`src/rtl/ifmap_packer_if.sv`:
```
// ifmap_packer_if: bundles the frame-control, serial pixel and packed buffer
// write signals of the IFMap packer.
//   master : pixel source / buffer side (drives start, row_len, num_rows,
//            pix_in, pix_valid, buf_full; observes the packer outputs)
//   slave  : the packer itself
interface ifmap_packer_if #(
    parameter int DATA_WIDTH   = 16,
    parameter int PAR_WRITE    = 7,
    parameter int ROW_LEN_SIZE = 8
);
    localparam int CNT_W = $clog2(PAR_WRITE + 1);

    logic                                 start;
    logic [ROW_LEN_SIZE-1:0]              row_len;
    logic [ROW_LEN_SIZE-1:0]              num_rows;
    logic [DATA_WIDTH-1:0]                pix_in;
    logic                                 pix_valid;
    logic                                 pix_ready;
    logic                                 buf_full;
    logic [(DATA_WIDTH+2)*PAR_WRITE-1:0]  IFMap_out;
    logic                                 wen_IFMap_buffer;
    logic [CNT_W-1:0]                     wr_count;
    logic                                 done;

    modport master (
        output start, row_len, num_rows, pix_in, pix_valid, buf_full,
        input  pix_ready, IFMap_out, wen_IFMap_buffer, wr_count, done
    );

    modport slave (
        input  start, row_len, num_rows, pix_in, pix_valid, buf_full,
        output pix_ready, IFMap_out, wen_IFMap_buffer, wr_count, done
    );
endinterface

```
`src/rtl/ifmap_packer.sv`:
```
// ifmap_packer: collects a serial pixel stream into PAR_WRITE-wide buffer
// writes, tagging every pixel with row-start / row-end flags.
// Ports:
//   clk   - rising-edge clock
//   rst   - asynchronous active-low reset
//   bus   - ifmap_packer_if.slave: start/row_len/num_rows frame control,
//           pix_in/pix_valid/pix_ready pixel stream, buf_full back-pressure,
//           IFMap_out/wen_IFMap_buffer/wr_count buffer write, done pulse.
// Slot 0 sits in the MSBs of IFMap_out; each slot is {flag[1:0], pixel}.
module ifmap_packer #(
    parameter int DATA_WIDTH   = 16,
    parameter int PAR_WRITE    = 7,
    parameter int ROW_LEN_SIZE = 8
) (
    input  logic        clk,
    input  logic        rst,
    ifmap_packer_if.slave bus
);
    localparam int SW    = DATA_WIDTH + 2;
    localparam int CNT_W = $clog2(PAR_WRITE + 1);

    typedef enum logic [1:0] {IDLE, COLLECT, WRITE, DONE} state_t;

    state_t                          state_q;
    logic [ROW_LEN_SIZE-1:0]         len_q, rows_q, col_q, row_q;
    logic [CNT_W-1:0]                slot_q;
    logic [0:PAR_WRITE-1][SW-1:0]    slots_q;     // index 0 lands in the MSBs
    logic                            frame_end_q; // final pixel already packed
    logic                            pix_ready_q;
    logic                            done_q;

    logic       accept;
    logic       col_last, pix_last, slot_last;
    logic [1:0] flag_d;

    assign accept    = pix_ready_q & bus.pix_valid;
    assign col_last  = (col_q == len_q - ROW_LEN_SIZE'(1));
    assign pix_last  = col_last & (row_q == rows_q - ROW_LEN_SIZE'(1));
    assign slot_last = (slot_q == CNT_W'(PAR_WRITE - 1));
    // row_len=1 makes both conditions true, giving 2'b11
    assign flag_d    = {col_q == '0, col_last};

    always_ff @(posedge clk or negedge rst) begin
        if (!rst) begin
            state_q     <= IDLE;
            len_q       <= '0;
            rows_q      <= '0;
            col_q       <= '0;
            row_q       <= '0;
            slot_q      <= '0;
            slots_q     <= '0;
            frame_end_q <= 1'b0;
            pix_ready_q <= 1'b0;
            done_q      <= 1'b0;
        end else begin
            done_q <= 1'b0;
            case (state_q)
                IDLE: begin
                    if (bus.start) begin
                        if (bus.row_len != '0 && bus.num_rows != '0) begin
                            len_q       <= bus.row_len;
                            rows_q      <= bus.num_rows;
                            col_q       <= '0;
                            row_q       <= '0;
                            slot_q      <= '0;
                            slots_q     <= '0;
                            frame_end_q <= 1'b0;
                            pix_ready_q <= 1'b1;
                            state_q     <= COLLECT;
                        end else begin
                            done_q  <= 1'b1;
                            state_q <= DONE;
                        end
                    end
                end
                COLLECT: begin
                    if (accept) begin
                        for (int i = 0; i < PAR_WRITE; i++) begin
                            if (slot_q == CNT_W'(i)) slots_q[i] <= {flag_d, bus.pix_in};
                        end
                        slot_q <= slot_q + CNT_W'(1);
                        if (col_last) begin
                            col_q <= '0;
                            row_q <= row_q + ROW_LEN_SIZE'(1);
                        end else begin
                            col_q <= col_q + ROW_LEN_SIZE'(1);
                        end
                        if (pix_last) frame_end_q <= 1'b1;
                        // rows pack across writes; only a full word or the
                        // frame's last pixel triggers a write
                        if (slot_last || pix_last) begin
                            pix_ready_q <= 1'b0;
                            state_q     <= WRITE;
                        end
                    end
                end
                WRITE: begin
                    // buf_full holds everything; the write strobe is combinational
                    if (!bus.buf_full) begin
                        slots_q <= '0;
                        slot_q  <= '0;
                        if (frame_end_q) begin
                            done_q  <= 1'b1;
                            state_q <= DONE;
                        end else begin
                            pix_ready_q <= 1'b1;
                            state_q     <= COLLECT;
                        end
                    end
                end
                DONE: state_q <= IDLE;
                default: state_q <= IDLE;
            endcase
        end
    end

    assign bus.pix_ready        = pix_ready_q;
    assign bus.IFMap_out        = slots_q;
    assign bus.wr_count         = slot_q;
    assign bus.done             = done_q;
    assign bus.wen_IFMap_buffer = (state_q == WRITE) & ~bus.buf_full;
endmodule

```
`src/flat_wrapper.sv`:
```
// flat-port wrapper written by rule: the top's interface ports become plain ports
module ifmap_packer_flat 
#(
    parameter int DATA_WIDTH   = 16,
    parameter int PAR_WRITE    = 7,
    parameter int ROW_LEN_SIZE = 8
)
  (clk, rst, bus_start, bus_row_len, bus_num_rows, bus_pix_in, bus_pix_valid, bus_buf_full, bus_pix_ready, bus_IFMap_out, bus_wen_IFMap_buffer, bus_wr_count, bus_done);
  ifmap_packer_if #(.DATA_WIDTH(DATA_WIDTH), .PAR_WRITE(PAR_WRITE), .ROW_LEN_SIZE(ROW_LEN_SIZE)) bus_i ();
  input  logic clk;
  input  logic rst;
  input wire logic [$bits(bus_i.start)-1:0] bus_start;
  input wire logic [$bits(bus_i.row_len)-1:0] bus_row_len;
  input wire logic [$bits(bus_i.num_rows)-1:0] bus_num_rows;
  input wire logic [$bits(bus_i.pix_in)-1:0] bus_pix_in;
  input wire logic [$bits(bus_i.pix_valid)-1:0] bus_pix_valid;
  input wire logic [$bits(bus_i.buf_full)-1:0] bus_buf_full;
  output wire logic [$bits(bus_i.pix_ready)-1:0] bus_pix_ready;
  output wire logic [$bits(bus_i.IFMap_out)-1:0] bus_IFMap_out;
  output wire logic [$bits(bus_i.wen_IFMap_buffer)-1:0] bus_wen_IFMap_buffer;
  output wire logic [$bits(bus_i.wr_count)-1:0] bus_wr_count;
  output wire logic [$bits(bus_i.done)-1:0] bus_done;
  assign bus_i.start = bus_start;
  assign bus_i.row_len = bus_row_len;
  assign bus_i.num_rows = bus_num_rows;
  assign bus_i.pix_in = bus_pix_in;
  assign bus_i.pix_valid = bus_pix_valid;
  assign bus_i.buf_full = bus_buf_full;
  assign bus_pix_ready = bus_i.pix_ready;
  assign bus_IFMap_out = bus_i.IFMap_out;
  assign bus_wen_IFMap_buffer = bus_i.wen_IFMap_buffer;
  assign bus_wr_count = bus_i.wr_count;
  assign bus_done = bus_i.done;
  ifmap_packer #(.DATA_WIDTH(DATA_WIDTH), .PAR_WRITE(PAR_WRITE), .ROW_LEN_SIZE(ROW_LEN_SIZE)) u_core (.clk(clk), .rst(rst), .bus(bus_i));
endmodule
```
`config.mk`:
```
export PLATFORM = sky130hd
export DESIGN_NAME = ifmap_packer_flat
export DESIGN_NICKNAME = d
export VERILOG_FILES = /design/src/rtl/ifmap_packer_if.sv /design/src/rtl/ifmap_packer.sv /design/src/flat_wrapper.sv
export SDC_FILE = /design/constraint.sdc
export NUM_CORES = 1
export LEC_CHECK = 0
export ABC_AREA = 0
export BUFFER_PORTS_ARGS = -buffer_cell sky130_fd_sc_hd__buf_2
export CAP_MARGIN = 20
export CORE_ASPECT_RATIO = 1.2
export CORE_MARGIN = 3
export CORE_UTILIZATION = 49
export CTS_CLUSTER_DIAMETER = 50
export DETAILED_ROUTE_END_ITERATION = 12
export PLACE_DENSITY = 0.77
export SLEW_MARGIN = 20
export SYNTH_ARGS = -nofsm -noshare
export SYNTH_HDL_FRONTEND = slang
export SYNTH_SLANG_ARGS = --single-unit
```
`constraint.sdc`:
```
create_clock -name clk -period 2.5 [get_ports clk]
set_input_delay 0 -clock clk [delete_from_list [all_inputs] [get_ports clk]]
set_output_delay 0 -clock clk [all_outputs]
set_load 0.02 [all_outputs]
```
==> metrics.md, run 1 <==
| Metric | Value |
|---|---|
| CTS max path bufs | 2 |
| Max_cap viols | 0 |
| Leading cell type in the layout, fill and taps excluded | buf_2 |
| RSZ-0062 raised after global routing | yes |
| Die Span Y | 139.2 um |
| Starting density of the core | 50.30% |
| CP Capture Type | flop |
| Syn Nets | 594 |
| Post-route clock skew | 0.006869 ns |
| Crit-path max FO | 5 |
| Detailed placement HPWL | 12460 um |
| Post-layout min period | 2.464 ns |
| Final wirelength | 18060 um |
| Most used DFF post-synth | dfrtp_1 |
| First DRT Iteration DRCs | 238 |
| Clk_lat worst skew | 0.43 ns |
| Setup-failing EPs final | 0 |
| Fin worst setup slack | 0.03555 ns |
| Via count | 5198 |
| Drt via density | 5.454 |
| GPL Wtd Cong | 0.8375 |
| CTS tree | built |
| Synth Register Bits | 166 |
| GRT Util Overall | 22.83% |
| Number of diodes | 0 |
| Clock slew at reported path FFs | 0.06 ns |
| Share of layout cells above drive strength 1 | 41.65% |
| Period utilization | 98.58% |
| Area of placed instances | 0.008421 mm2 |
| Area delta synth->final | 28.82% |
| Hold Crit Start | bus_pix_in[6] |
| Setup TNS | 0 ns |
| Mapped Avg Cell Area | 13.25 um2 |
| Post-synth cell types | 53 |
| Place WS | -0.1243 ns |
| Hold EP | u_core.bus.IFMap_out[60] |
| Leakage | 4.509 nW |
| Synth area leaders | dfrtp_1 (57%), mux2_1 (12%), mux2_2 (9.5%) |
| Cell taking the most area after synthesis | dfrtp_1 |
| DR pass1 iterations | 4 |
| I/O Buffers | 168 |
| Peak supply drop | 0.8114 mV |
| R2R depth | 9 |
| Fraction of registers with async set/reset | 100.0% |
| Initial antenna violation count | 0 |
| EDFF count, synth | 0 |
| DRC viols | 0 |
| Total CTS buffers | 17 |
| Gate Count Post-Synth | 547 |
| M3 GR Usage | 6.394% |
| First-pass GRT wire length | 28790 um |
| Top cell type's share of synthesized area | 57.30% |
| Crit path kind | reg -> reg |
| Clock Sinks | 166 |
| Wire per inst | 18.95 um |
| Relative max-transition margin | 42.35% |
| Startpoint Class | flop |
| Synth Warn # | 0 |
| Worst Hold Depth | 3 |
| Largest net degree at the start of global routing | 96 |
| Final ANT Viol Nets | 0 |
| Worst r2r dst | u_core.row_q[5] |
| Met2 usage | 38.69% |
| Vias in the first global route | 5707 |
| Max-slew violations | 0 |
| FP Rows | 48 |
| Die X | 117.0 um |
| Achievable clock frequency | 0.4058 GHz |
| Nets | 812 |
| Final instance area | 0.009339 mm2 |
| DIE AREA | 0.01630 mm2 |
| Final hold violation count | 0 |
| Most frequent cells in the layout | buf_2 (167), dfrtp_1 (166), mux2_1 (78) |
| Boundary pin count | 169 |
| Worst-margin pin slew | 0.8647 ns |
| Reg2Reg Launch Point | u_core.len_q[1] |
| R2R setup slack | 0.04 ns |
| Grt met1 use | 26.65% |
| Crit path required time | 2.86 ns |
| Gr busiest metal | met2 |
| Arrival time at the worst endpoint | 2.82 ns |
| Overflow after GRT | 0 |
| Status | finished clean |
| H-tree depth | 4 |
| Post-Syn Area | 0.007249 mm2 |
| CTS Root Cell | clkbuf_16 |
| Post-synthesis sequential area ratio | 57.30% |
| Tightest Hold Check Type | in -> reg |
| Power density cells | 1402 mW/mm2 |
| Core outline area | 0.01441 mm2 |
kinds of logic after synthesis:
kind of cell	share of synthesized area, %
and+or+nand+nor	9.199
buffers and inverters	2.278
AOI/OAI and AO/OA	4.384
xor gates and xnor gates	3.383
DFF	57.30
adders and majority gates	1.726
muxes	21.73
report_power, final:
group          total, W  switching, W  internal (W)
logic           0.00588       0.00344       0.00244
clock network   0.00258       0.00113       0.00145
registers       0.00464      0.000775       0.00386
total            0.0131       0.00534       0.00775
critical path, stage by stage (launching register included):
cell      delay [ns]
dfrtp_1         0.38
inv_2           0.08
ha_4            0.13
or3b_4          0.41
nor3_4          0.20
xnor2_1         0.15
o2111a_2        0.30
o21ai_4         0.10
or4_4           0.50
a21oi_2         0.14
what timing repair did:
action	in CTS	in global routing
hold endpoints to repair	111	0
gates cloned	0	1
buffers inserted	4	2
resized for setup	5	16
pin swaps	4	10
hold buffers	19	0
endpoints found under the setup margin	12	11
through the flow:
stage / cells / util [%] / total power [W] / hold slack (ns)
final: 953 / 64.79 / 0.01310 / 0.05222
after CTS: 950 / 64.18 / 0.01312 / 0.03726
after global placement: 895 / 58.42 / 0.01014 / 0.1153
after detailed placement: 895 / 58.42 / 0.01041 / 0.1352
after global routing: 953 / 64.79 / 0.01384 / 0.06680
after floorplan: 547 / - / 0.008294 / -0.2956
cell type report:
class                   instances  area, um2
repair buffers                216       1300
clock buffers                  19      452.9
flip-flops and latches        166       4154
clock inverters                13      132.6
well taps                     175      219.0
inverters                      14      52.55
fillers                      1053       5075
multi-input cells             350       3028
Yosys cell counts (all sizes together) (4+ instances only):
library cell	n
dfrtp	166
and2	18
clkbuf	6
nand2	25
buf	12
nor4	4
mux2	139
o31ai	5
xor2	12
xnor2	16
o211ai	4
nor3	6
a21oi	17
o21ai	11
inv	14
or4	10
ha	10
nor2	29
nand3	7
or2	5
worst max path at each step:
stage	startpoint	end	slack (ns)	cells past startpoint
after CTS	u_core.len_q[0]	u_core.row_q[5]	0.01	9
final	u_core.len_q[1]	u_core.row_q[5]	0.04	9
after global routing	u_core.len_q[0]	u_core.row_q[5]	-0.06	9
after floorplan	u_core.len_q[0]	u_core.row_q[7]	0.16	9
after detailed placement	u_core.len_q[1]	u_core.row_q[5]	-0.12	9
after global placement	u_core.len_q[1]	u_core.row_q[5]	0.1	9
flip-flops by register name (all words and copies together) (netlist names):
| signal | cells |
|---|---|
| u_core.bus.IFMap_out | 126 |
| u_core.bus.done | 1 |
| u_core.bus.pix_ready | 1 |
| u_core.bus.wr_count | 3 |
| u_core.col_q | 8 |
| u_core.frame_end_q | 1 |
| u_core.len_q | 8 |
| u_core.row_q | 8 |
| u_core.rows_q | 8 |
| u_core.state_q | 2 |
routing by layer:
| metal | routed length, um | vias up |
|---|---|---|
| li1 | - | 2365 |
| met1 | 7030 | 2617 |
| met2 | 9318 | 167 |
| met3 | 1079 | 49 |
| met4 | 634 | 0 |
| met5 | 0 | - |
No activity file was read; power rests on OpenSTA's default activity.
==> run 2: changes to the inputs <==
--- a/config.mk
+++ b/config.mk
@@ -13,6 +13,7 @@
 export CORE_UTILIZATION = 49
 export CTS_CLUSTER_DIAMETER = 50
 export DETAILED_ROUTE_END_ITERATION = 12
+export GPL_TIMING_DRIVEN = 0
 export PLACE_DENSITY = 0.77
 export SLEW_MARGIN = 20
 export SYNTH_ARGS = -nofsm -noshare
==> run 2 against run 1 <==
Routed wire length grew 2.0%. Critical path depth is the same. Worst setup slack gained 0.063 ns. Count of clock-buffer cells in the layout is the same. Sequential cell count is the same. Clock skew grew 0.0018 ns. Critical endpoint unchanged. Largest power group unchanged.
==> metrics.md, run 2 (same netlist as run 1, synthesis figures left out) <==
| Metric | Value |
|---|---|
| Via count | 5225 |
| Period utilization | 96.05% |
| Drt via density | 5.465 |
| Place WS | -0.2445 ns |
| Crit-path max FO | 5 |
| Final Instance Count excl. Fillers | 956 |
| Max_cap viols | 0 |
| Worst-margin pin slew | 0.6607 ns |
| DIE AREA | 0.01630 mm2 |
| Largest net degree at the start of global routing | 92 |
| Multi-input logic area | 0.003019 mm2 |
| Die X | 117.0 um |
| Starting density of the core | 50.30% |
| Detailed placement HPWL | 12810 um |
| Max reg flops | 126 |
| Hold EP | u_core.state_q[0] |
| CTS max path bufs | 2 |
| Sequential cell area | 0.004154 mm2 |
| First-pass GRT wire length | 29210 um |
| CP Capture Type | flop |
| Final wirelength | 18430 um |
| Arrival time at the worst endpoint | 2.76 ns |
| Max-slew violations | 0 |
| Post-layout min period | 2.401 ns |
| GPL Wtd Cong | 0.8232 |
| Worst Hold Depth | 4 |
| CP cell instances | inv_2 -> ha_4 -> or3b_4 -> nor3_4 -> xnor2_1 -> o2111a_2 -> o21ai_2 -> or4_4 -> a21oi_2 |
| Die Span Y | 139.2 um |
| Setup TNS | 0 ns |
| Area of placed instances | 0.008352 mm2 |
| Relative max-transition margin | 55.58% |
| Leakage | 4.511 nW |
| Most frequent cells in the layout | buf_2 (170), dfrtp_1 (166), mux2_1 (78) |
| Clock slew at reported path FFs | 0.06 ns |
| Vias in the first global route | 5604 |
| Area delta synth->final | 28.44% |
| Clock Sinks | 166 |
| Final instance area | 0.009311 mm2 |
| Power density cells | 1413 mW/mm2 |
| Slowest stage cell on the critical path | or4_4 |
| Core outline area | 0.01441 mm2 |
| DR pass1 iterations | 4 |
| GRT Util Overall | 23.51% |
| Crit path kind | reg -> reg |
| CTS tree | built |
| Initial antenna violation count | 0 |
| Overflow after GRT | 0 |
| R2R setup slack | 0.1 ns |
| CTS Root Cell | clkbuf_16 |
| Final ANT Viol Nets | 0 |
| Peak supply drop | 0.8542 mV |
| Nets | 815 |
| R2R depth | 9 |
| Hold Crit Start | bus_buf_full |
| Achievable clock frequency | 0.4164 GHz |
| Post-route clock skew | 0.008673 ns |
| Crit path required time | 2.86 ns |
| Clk_lat worst skew | 0.43 ns |
| Share of layout cells above drive strength 1 | 40.59% |
| Status | finished clean |
| Fin worst setup slack | 0.09870 ns |
| Startpoint Class | flop |
| Fillers | 1106 |
| Leading cell type in the layout, fill and taps excluded | buf_2 |
| Reg2Reg Launch Point | u_core.len_q[0] |
| Total CTS buffers | 17 |
| Number of diodes | 0 |
| DRC viols | 0 |
| Setup-failing EPs final | 0 |
| H-tree depth | 4 |
| Tightest Hold Check Type | in -> reg |
| DP Cell Count | 891 |
| First DRT Iteration DRCs | 251 |
| Wire per inst | 19.28 um |
| Final hold violation count | 0 |
| Boundary pin count | 169 |
| I/O Buffers | 168 |
| Worst stage delay on the critical path | 0.53 ns |
| Worst r2r dst | u_core.row_q[5] |
| FP Rows | 48 |
run 2: how the worst max path moves through the flow:
| stage | cells after the start | from | endpoint | slack (ns) |
|---|---|---|---|---|
| after CTS | 8 | u_core.state_q[1] | u_core.bus.IFMap_out[24] | -0.19 |
| final | 9 | u_core.len_q[0] | u_core.row_q[5] | 0.1 |
| after detailed placement | 6 | u_core.state_q[1] | u_core.bus.IFMap_out[107] | -0.24 |
| after global placement | 1 | rst | u_core.bus.IFMap_out[4] | -0.89 |
| after floorplan | 9 | u_core.len_q[0] | u_core.row_q[7] | 0.16 |
| after global routing | 7 | u_core.state_q[1] | u_core.rows_q[6] | -0.01 |
run 2: layout make-up:
cell class | count | share of cell area (%)
sequential | 166 | 44.61
tap | 175 | 2.352
clock buffer | 19 | 4.649
buffer | 18 | 1.250
timing repair buffer | 202 | 12.58
inverter | 14 | 0.5644
multi-input combinational | 349 | 32.42
clock inverter | 13 | 1.572
run 2: critical path, delay by kind of cell (launching register included):
family	cells	cell delay (ns)
AO/OA/AOI/OAI	3	0.50
flip-flops	1	0.41
adder cells (fa/ha/maj)	1	0.14
AND/OR/NAND/NOR	3	1.06
buffers and inverters	1	0.09
XOR/XNOR	1	0.13
run 2: stage by stage:
stage / hold slack [ns] / util (%) / total power, W
after floorplan: -0.2956 / - / 0.008294
after global placement: 0.2243 / 57.68 / 0.01004
after detailed placement: 0.009477 / 57.94 / 0.01034
after CTS: 0.01255 / 63.45 / 0.01304
after global routing: 0.02035 / 64.60 / 0.01395
final: 0.03781 / 64.60 / 0.01316
run 2: what timing repair did:
action / in CTS / in global routing
pin swaps: 0 / 7
hold endpoints to repair: 92 / 0
hold buffers: 18 / 0
setup buffers: 1 / 14
resized for setup: 7 / 17
setup endpoints to repair: 110 / 131
run 2: metal layers:
| metal | up-vias | GRT usage, % | share of wire, % |
|---|---|---|---|
| met5 | - | 0 | 0 |
| met4 | 0 | 9.662 | 3.0 |
| met3 | 42 | 7.786 | 6.3 |
| met2 | 170 | 38.69 | 51 |
| met1 | 2645 | 28.12 | 39 |
| li1 | 2368 | - | - |
run 2: where the power goes:
part / leakage (nW) / total, W / internal (W) / switching [W]
Combinational: 2.16 / 0.00593 / 0.00242 / 0.00351
Clock: 0.279 / 0.00259 / 0.00148 / 0.00111
Sequential: 2.07 / 0.00464 / 0.00386 / 0.000781
Total: 4.51 / 0.0132 / 0.00776 / 0.00539
